<file path="src/rtl/exe_mem_stage.sv">
// -----------------------------------------------------------------------------
// exe_mem_stage
// EXE->MEM pipeline register for the MIPS pipeline. It captures the ALU result,
// the store data, the destination register and three control bits from the
// execute stage and presents them to the data-memory stage. Transfers use a
// valid/ready handshake. A hazard-unit flush kills everything held or arriving.
// A saturating counter records how many cycles the head entry was stalled.
//
// Optional feature: define EXE_MEM_SKID_EN to add a second (skid) entry, which
// makes in_ready a registered signal instead of a combinational path from
// out_ready. Without the macro the stage holds a single entry.
//
// Parameters:
//   WIDTH   data path width (aluout, writedata)
//   RA_W    register-file address width
//   SCNT_W  stall-counter width
//
// Ports:
//   clk, rst                        clock, asynchronous active-low reset
//   in_valid / in_ready             upstream handshake
//   regwrite_exe, memtoreg_exe,
//   memwrite_exe                    incoming control bits
//   aluout_exe, writedata_exe,
//   regaddr_exe                     incoming data
//   flush                           drop held and arriving entries
//   out_ready / out_valid           downstream handshake
//   regwrite_mem, memtoreg_mem,
//   memwrite_mem                    control bits gated by out_valid
//   aluout_mem, writedata_mem,
//   regaddr_mem                     head-entry data
//   stall_cnt                       saturating count of stalled cycles
// -----------------------------------------------------------------------------
module exe_mem_stage #(
  parameter int WIDTH  = 32,
  parameter int RA_W   = 5,
  parameter int SCNT_W = 16
) (
  input  logic              clk,
  input  logic              rst,
  input  logic              in_valid,
  output logic              in_ready,
  input  logic              regwrite_exe,
  input  logic              memtoreg_exe,
  input  logic              memwrite_exe,
  input  logic [WIDTH-1:0]  aluout_exe,
  input  logic [WIDTH-1:0]  writedata_exe,
  input  logic [RA_W-1:0]   regaddr_exe,
  input  logic              flush,
  input  logic              out_ready,
  output logic              out_valid,
  output logic              regwrite_mem,
  output logic              memtoreg_mem,
  output logic              memwrite_mem,
  output logic [WIDTH-1:0]  aluout_mem,
  output logic [WIDTH-1:0]  writedata_mem,
  output logic [RA_W-1:0]   regaddr_mem,
  output logic [SCNT_W-1:0] stall_cnt
);

  // Control bits are kept packed as {regwrite, memtoreg, memwrite}.
  logic              headValid_q, headValid_d;
  logic [2:0]        headCtrl_q, headCtrl_d;
  logic [WIDTH-1:0]  headAlu_q, headAlu_d;
  logic [WIDTH-1:0]  headWd_q, headWd_d;
  logic [RA_W-1:0]   headRa_q, headRa_d;
  logic [SCNT_W-1:0] stallCnt_q, stallCnt_d;

  logic       inXfer;
  logic       outXfer;
  logic [2:0] inCtrl;

  assign inCtrl  = {regwrite_exe, memtoreg_exe, memwrite_exe};
  assign inXfer  = in_valid && in_ready && !flush;
  assign outXfer = headValid_q && out_ready;

`ifdef EXE_MEM_SKID_EN
  logic             skidValid_q, skidValid_d;
  logic [2:0]       skidCtrl_q, skidCtrl_d;
  logic [WIDTH-1:0] skidAlu_q, skidAlu_d;
  logic [WIDTH-1:0] skidWd_q, skidWd_d;
  logic [RA_W-1:0]  skidRa_q, skidRa_d;
  logic             inReady_q, inReady_d;

  // Two-entry FIFO. The skid entry is only filled while the head is stalled,
  // so the head is never empty while the skid holds data; a draining head is
  // refilled from the skid first, which keeps strict FIFO order.
  always_comb begin
    headValid_d = headValid_q;
    headCtrl_d  = headCtrl_q;
    headAlu_d   = headAlu_q;
    headWd_d    = headWd_q;
    headRa_d    = headRa_q;
    skidValid_d = skidValid_q;
    skidCtrl_d  = skidCtrl_q;
    skidAlu_d   = skidAlu_q;
    skidWd_d    = skidWd_q;
    skidRa_d    = skidRa_q;
    if (flush) begin
      headValid_d = 1'b0;
      skidValid_d = 1'b0;
    end else if (!headValid_q || outXfer) begin
      if (skidValid_q) begin
        headValid_d = 1'b1;
        headCtrl_d  = skidCtrl_q;
        headAlu_d   = skidAlu_q;
        headWd_d    = skidWd_q;
        headRa_d    = skidRa_q;
        skidValid_d = 1'b0;
      end else if (inXfer) begin
        headValid_d = 1'b1;
        headCtrl_d  = inCtrl;
        headAlu_d   = aluout_exe;
        headWd_d    = writedata_exe;
        headRa_d    = regaddr_exe;
      end else begin
        headValid_d = 1'b0;
      end
    end else if (inXfer) begin
      skidValid_d = 1'b1;
      skidCtrl_d  = inCtrl;
      skidAlu_d   = aluout_exe;
      skidWd_d    = writedata_exe;
      skidRa_d    = regaddr_exe;
    end
    inReady_d = !skidValid_d;
  end

  // Skid storage and the registered ready flag.
  always_ff @(posedge clk or negedge rst) begin
    if (!rst) begin
      skidValid_q <= 1'b0;
      skidCtrl_q  <= '0;
      skidAlu_q   <= '0;
      skidWd_q    <= '0;
      skidRa_q    <= '0;
      inReady_q   <= 1'b1;
    end else begin
      skidValid_q <= skidValid_d;
      skidCtrl_q  <= skidCtrl_d;
      skidAlu_q   <= skidAlu_d;
      skidWd_q    <= skidWd_d;
      skidRa_q    <= skidRa_d;
      inReady_q   <= inReady_d;
    end
  end

  assign in_ready = inReady_q;
`else
  // Single entry: accept when empty or when the held entry leaves this cycle.
  assign in_ready = !headValid_q || out_ready;

  // Data registers load only on an accepted input, so they keep their last
  // value across bubbles and flushes.
  always_comb begin
    headCtrl_d = headCtrl_q;
    headAlu_d  = headAlu_q;
    headWd_d   = headWd_q;
    headRa_d   = headRa_q;
    if (flush) begin
      headValid_d = 1'b0;
    end else if (inXfer) begin
      headValid_d = 1'b1;
      headCtrl_d  = inCtrl;
      headAlu_d   = aluout_exe;
      headWd_d    = writedata_exe;
      headRa_d    = regaddr_exe;
    end else if (outXfer) begin
      headValid_d = 1'b0;
    end else begin
      headValid_d = headValid_q;
    end
  end
`endif

  // Counts every cycle the head is held back; flush does not clear it.
  always_comb begin
    stallCnt_d = stallCnt_q;
    if (headValid_q && !out_ready && (stallCnt_q != {SCNT_W{1'b1}})) begin
      stallCnt_d = stallCnt_q + SCNT_W'(1);
    end
  end

  // Head entry and stall counter.
  always_ff @(posedge clk or negedge rst) begin
    if (!rst) begin
      headValid_q <= 1'b0;
      headCtrl_q  <= '0;
      headAlu_q   <= '0;
      headWd_q    <= '0;
      headRa_q    <= '0;
      stallCnt_q  <= '0;
    end else begin
      headValid_q <= headValid_d;
      headCtrl_q  <= headCtrl_d;
      headAlu_q   <= headAlu_d;
      headWd_q    <= headWd_d;
      headRa_q    <= headRa_d;
      stallCnt_q  <= stallCnt_d;
    end
  end

  // Gating the control bits guarantees a bubble never writes anything.
  assign out_valid     = headValid_q;
  assign regwrite_mem  = headCtrl_q[2] & headValid_q;
  assign memtoreg_mem  = headCtrl_q[1] & headValid_q;
  assign memwrite_mem  = headCtrl_q[0] & headValid_q;
  assign aluout_mem    = headAlu_q;
  assign writedata_mem = headWd_q;
  assign regaddr_mem   = headRa_q;
  assign stall_cnt     = stallCnt_q;

endmodule

</file>
<file path="config.mk">
export PLATFORM = sky130hd
export DESIGN_NAME = exe_mem_stage
export DESIGN_NICKNAME = d
export VERILOG_FILES = /design/src/rtl/exe_mem_stage.sv
export SDC_FILE = /design/constraint.sdc
export NUM_CORES = 1
export LEC_CHECK = 0
export BUFFER_PORTS_ARGS = -buffer_cell sky130_fd_sc_hd__buf_2
export CAP_MARGIN = 20
export CORE_ASPECT_RATIO = 0.7
export CORE_UTILIZATION = 35
export DETAILED_ROUTE_END_ITERATION = 7
export HOLD_SLACK_MARGIN = 0.15
export SYNTH_ARGS = -nofsm -noshare
export SYNTH_HDL_FRONTEND = slang
export SYNTH_SLANG_ARGS = --single-unit
</file>
<file path="constraint.sdc">
create_clock -name clk -period 5.2 [get_ports clk]
set_input_delay 0 -clock clk [delete_from_list [all_inputs] [get_ports clk]]
set_output_delay 0 -clock clk [all_outputs]
set_load 0.02 [all_outputs]
</file>
# Word level (Yosys, flattened, before mapping)
# Index checks and enable logic that the tools add are counted.
# Widths: inputs -> output; s select.
# op_classes
n_bitwise	4
addsub	1
muxes	3
eq_ne	1
reduce_logical	11
# op_table
op	count
$add 16x1->16 const B	1
$ne 16x16->1 const B	1
$logic_and 1x1->1	5
$and 1x1->1	3
$logic_not 1->1	3
$mux 1	3
$reduce_bool 3->1	1
$reduce_and 2->1	1
$logic_or 1x1->1	1
$not 1->1	1
# word_totals
out_inout_bits	90
inputBits	77
ff_bits	89
wordCells	26

# Logic depth before layout (Yosys ltp)
# depth
ltp_word	6
depth_mapped	5
mapped_depth_nobuf	5

# Worst setup path after synthesis
# Ideal clock, no wire load.
# synth_path
path_kind	register -> register
start	register stallCnt_q[0] (netlist: stall_cnt[0])
end	register stallCnt_q[12] (netlist: stall_cnt[12])
path_buffers	0
setup_ns	0.125
required_ns	5.075
t_arrival_ns	1.723
stages_incl_launch_ff	6
slack_ns	3.352
synth_period_minus_slack_ns	1.848
path_cell_list	dfrtp_1 -> ha_1 -> nand4_1 -> or3_4 -> nor2_1 -> mux2_2
# synth_via
elab_chain_len	2
elab_cells_between_ends	3
classes_between	add/sub: 1; eq/ne: 1; reduce/logical: 1
# synth_lines
element	line_no	rtl
from (decl)	66	logic [SCNT_W-1:0] stallCnt_q, stallCnt_d;
from (signal assigned)	198	stallCnt_q <= stallCnt_d;
branches (longest 2 deep; another with $add 16x1->16)	--	
# Several ways; the timed one is not identified.
# A chain may end at the register's enable or synchronous reset.

# Final worst setup path
# Ends and elaborated chain as after synthesis.

==> results by group <==
Setup path
  – Crit-path max cell delay: 0.42 ns
  – CP top delay family: simple AND/OR/NAND/NOR gates
  – CP Launch Type: flip-flop
  – Critical-path cell list: ha_1, nand4_1, or3_4, nor2_1, mux2_2
  – Critical Path RT: 5.42 ns
  – Crit Path Class: flip-flop to flip-flop
  – Worst path slowest cell: or3_4
  – Setup crit end kind: flip-flop
  – Worst-path fanout max: 5
  – Critical Path AT: 2.10 ns
  – Buf+Inv Stages, Crit Path: 0

STA
  – Setup-failing EPs final: 0
  – Final Max Tran Viols: 0
  – RSZ-0062 raised after global routing: false
  – Worst slew pin tran: 0.662 ns
  – Hold Fails Final Rpt: 0
  – Setup TNS: 0 ns
  – Achievable Freq: 0.532 GHz
  – Fin crit period: 1.88 ns
  – Crit share post-route: 36.1%
  – Final Skew: 0.00480 ns
  – Worst rel slew slack: 55.9%

Power
  – Peak supply drop: 169 uV
  – Pwr Density: 365 nW/um2
  – Leakage power: 2.67 nW

Final layout
  – Ant diodes: 0
  – Nets: 563
  – Synth-to-Final Area Change: 57.8%
  – Most common cell after layout, fill and taps aside: buf_2
  – Filler instances: 828
  – Layout cells sized above 1: 54.0%
  – Fin util: 57.0%
  – Commonest cells after routing, fill and taps aside: 165 x buf_2, 89 x dfrtp_1, 76 x dlygate4sd3_1

Hold path
  – HP Class: input port to asynchronous set/reset pin

GRT
  – First-pass GRT wire length: 14000 um
  – Vias in the first global route: 2986
  – Initial antenna violation count: 0
  – Largest net degree at the start of global routing: 54
  – GR Util All Layers: 17.6%
  – Grt total ovfl: 0

Routing
  – WL/cell: 14.0 um
  – Initial DRC Count: 61
  – First-pass DRT Iterations: 4
  – Post-DR vias/cell: 4.46
  – Post-route ant nets: 0
  – Total number of vias: 2753
  – Detailed-route wire length: 8660 um
  – # DRC: 0

Clock tree
  – H-Tree Depth: 3
  – Postcts setup bufs: 0
  – Clock root cell: clkbuf_16
  – Skew-Pair Late Insertion Delay: 0.33 ns
  – Clock-pin slew on the worst setup and hold paths: 0.06 ns
  – Total CTS buffers: 9
  – Clock tree from TritonCTS: done
  – CTS Buffer Depth: 2
  – Num Clock Sinks: 89

Run
  – MaxCap Viol Count: 0

Die
  – Core Box Area: 9760 um2
  – FP Rows: 30
  – Initial core utilization: 36.2%
  – Die ar.: 10500 um2
  – I/O pin count: 167
  – Die width: 122 um
  – Die H: 86.0 um

Logic synthesis
  – Synthesized area: 3530 um2
  – Syn_area_per_cell: 14.9 um2
  – Synth Instances: 237
  – #FFs+latches synth: 89
  – Yosys top cell area share: 63.1%
  – Yosys warnings: 0
  – Netlist cell types: 28
  – Post-synth net total: 315
  – Main area contributors after synthesis: dfrtp_1 63%, mux2_2 24%, xor2_1 1.7%
  – Post-synth top area cell: dfrtp_1
  – Register area share after synthesis: 63.1%

Placement
  – Port buffer count: 166
  – RD Place Congestion: 0.765
  – Hpwl dp: 5630 um

Outcome
  – Status: completed
## per-layer routing
metal | share of wire, % | global-route usage (%) | routed length (um)
met1 | 42 | 20.3 | 3660
met2 | 48 | 29.3 | 4170
met3 | 8.5 | 8.38 | 732
met4 | 1.1 | 4.38 | 99
met5 | 0 | 0 | 0
## flip-flops by register name, summed over array words and instances, names as in the netlist
name           flops
aluout_mem        32
headCtrl_q         3
out_valid          1
regaddr_mem        5
stall_cnt         16
writedata_mem     32
## power by group
part,switching [mW],internal [mW]
sequential,0.0727,0.808
clock,0.252,0.394
combinational,0.275,0.231
total,0.600,1.43
## worst reg2reg max path, cell delays in order (launching register included)
cell     delay (ns)
dfrtp_1        0.41
ha_1           0.25
nand4_1        0.22
or3_4          0.42
nor2_1         0.12
mux2_2         0.35
## layout make-up
type	instances	area [um2]	area share, %
Clock buffer	12	256	4.61
Clock inverter	3	40.0	0.719
Inverter	4	15.0	0.270
Multi-Input combinational cell	136	1250	22.5
Sequential cell	89	2230	40.0
Tap cell	128	160	2.88
Timing Repair Buffer	245	1620	29.0
## through the flow
stage	power, mW	hold WS (ns)	cell area [um2]	std cells	setup slack [ns]
2_1_floorplan	1.16	-0.296	3530	237	3.35
3_3_place_gp	1.34	-0.00909	4510	526	3.37
3_5_place_dp	1.36	-0.0104	4510	526	3.32
4_1_cts	2.06	0.164	5570	617	3.30
5_1_grt	2.14	0.197	5570	617	3.21
6_report	2.03	0.170	5570	617	3.32
## cells in the mapped netlist
cell / number
ha_1: 1
nor3_1: 3
and2_1: 3
nand3_1: 6
and3_1: 1
a2bb2oi_1: 1
inv_1: 3
or2_2: 1
or3_4: 1
buf_2: 8
nor4b_2: 1
dfrtp_1: 89
mux2_2: 74
nand2_1: 8
inv_2: 1
nand4_1: 3
mux2_1: 1
nand3b_1: 1
nor2_1: 9
and2b_4: 1
nor4_4: 1
xor2_1: 7
or3_1: 1
nand4b_1: 2
xnor2_1: 4
o21ai_0: 3
nor3b_1: 2
a31oi_1: 1
## final timing paths
kind / from / end / slack (ns) / cells past startpoint
max in group asynchronous: rst / writedata_mem[4]$_DFFE_PN0P_ / 3.98 / 3
setup / recovery: stall_cnt[0]$_DFFE_PN0P_ / stall_cnt[12]$_DFFE_PN0P_ / 3.32 / 5
min in group clk: aluout_exe[22] / aluout_mem[22]$_DFFE_PN0P_ / 0.43 / 3
hold / removal: rst / stall_cnt[11]$_DFFE_PN0P_ / 0.17 / 2
setup reg to reg: stall_cnt[0]$_DFFE_PN0P_ / stall_cnt[12]$_DFFE_PN0P_ / 3.32 / 5
hold reg to reg: headCtrl_q[0]$_DFFE_PN0P_ / headCtrl_q[0]$_DFFE_PN0P_ / 0.50 / 1
## repair_timing
| item | in CTS | in global routing |
|---|---|---|
| hold buffers | 76 | 0 |
| hold endpoints to repair | 110 | 0 |
| gates resized for setup | 0 | 0 |
## cell families (layout without fill, tap and decap cells)
logic type               Yosys count  count (layout)  share of synthesized area [%]
AO/OA/AOI/OAI                      5               5                          0.851
XOR/XNOR                          11              11                           2.73
adder cells (fa/ha/maj)            1               1                          0.355
buffers and inverters             12             264                           1.56
flip-flops                        89              89                           63.1
multiplexers                      75              75                           23.9
AND/OR/NAND/NOR                   44              44                           7.45
Power figures use the tool's default switching activity.
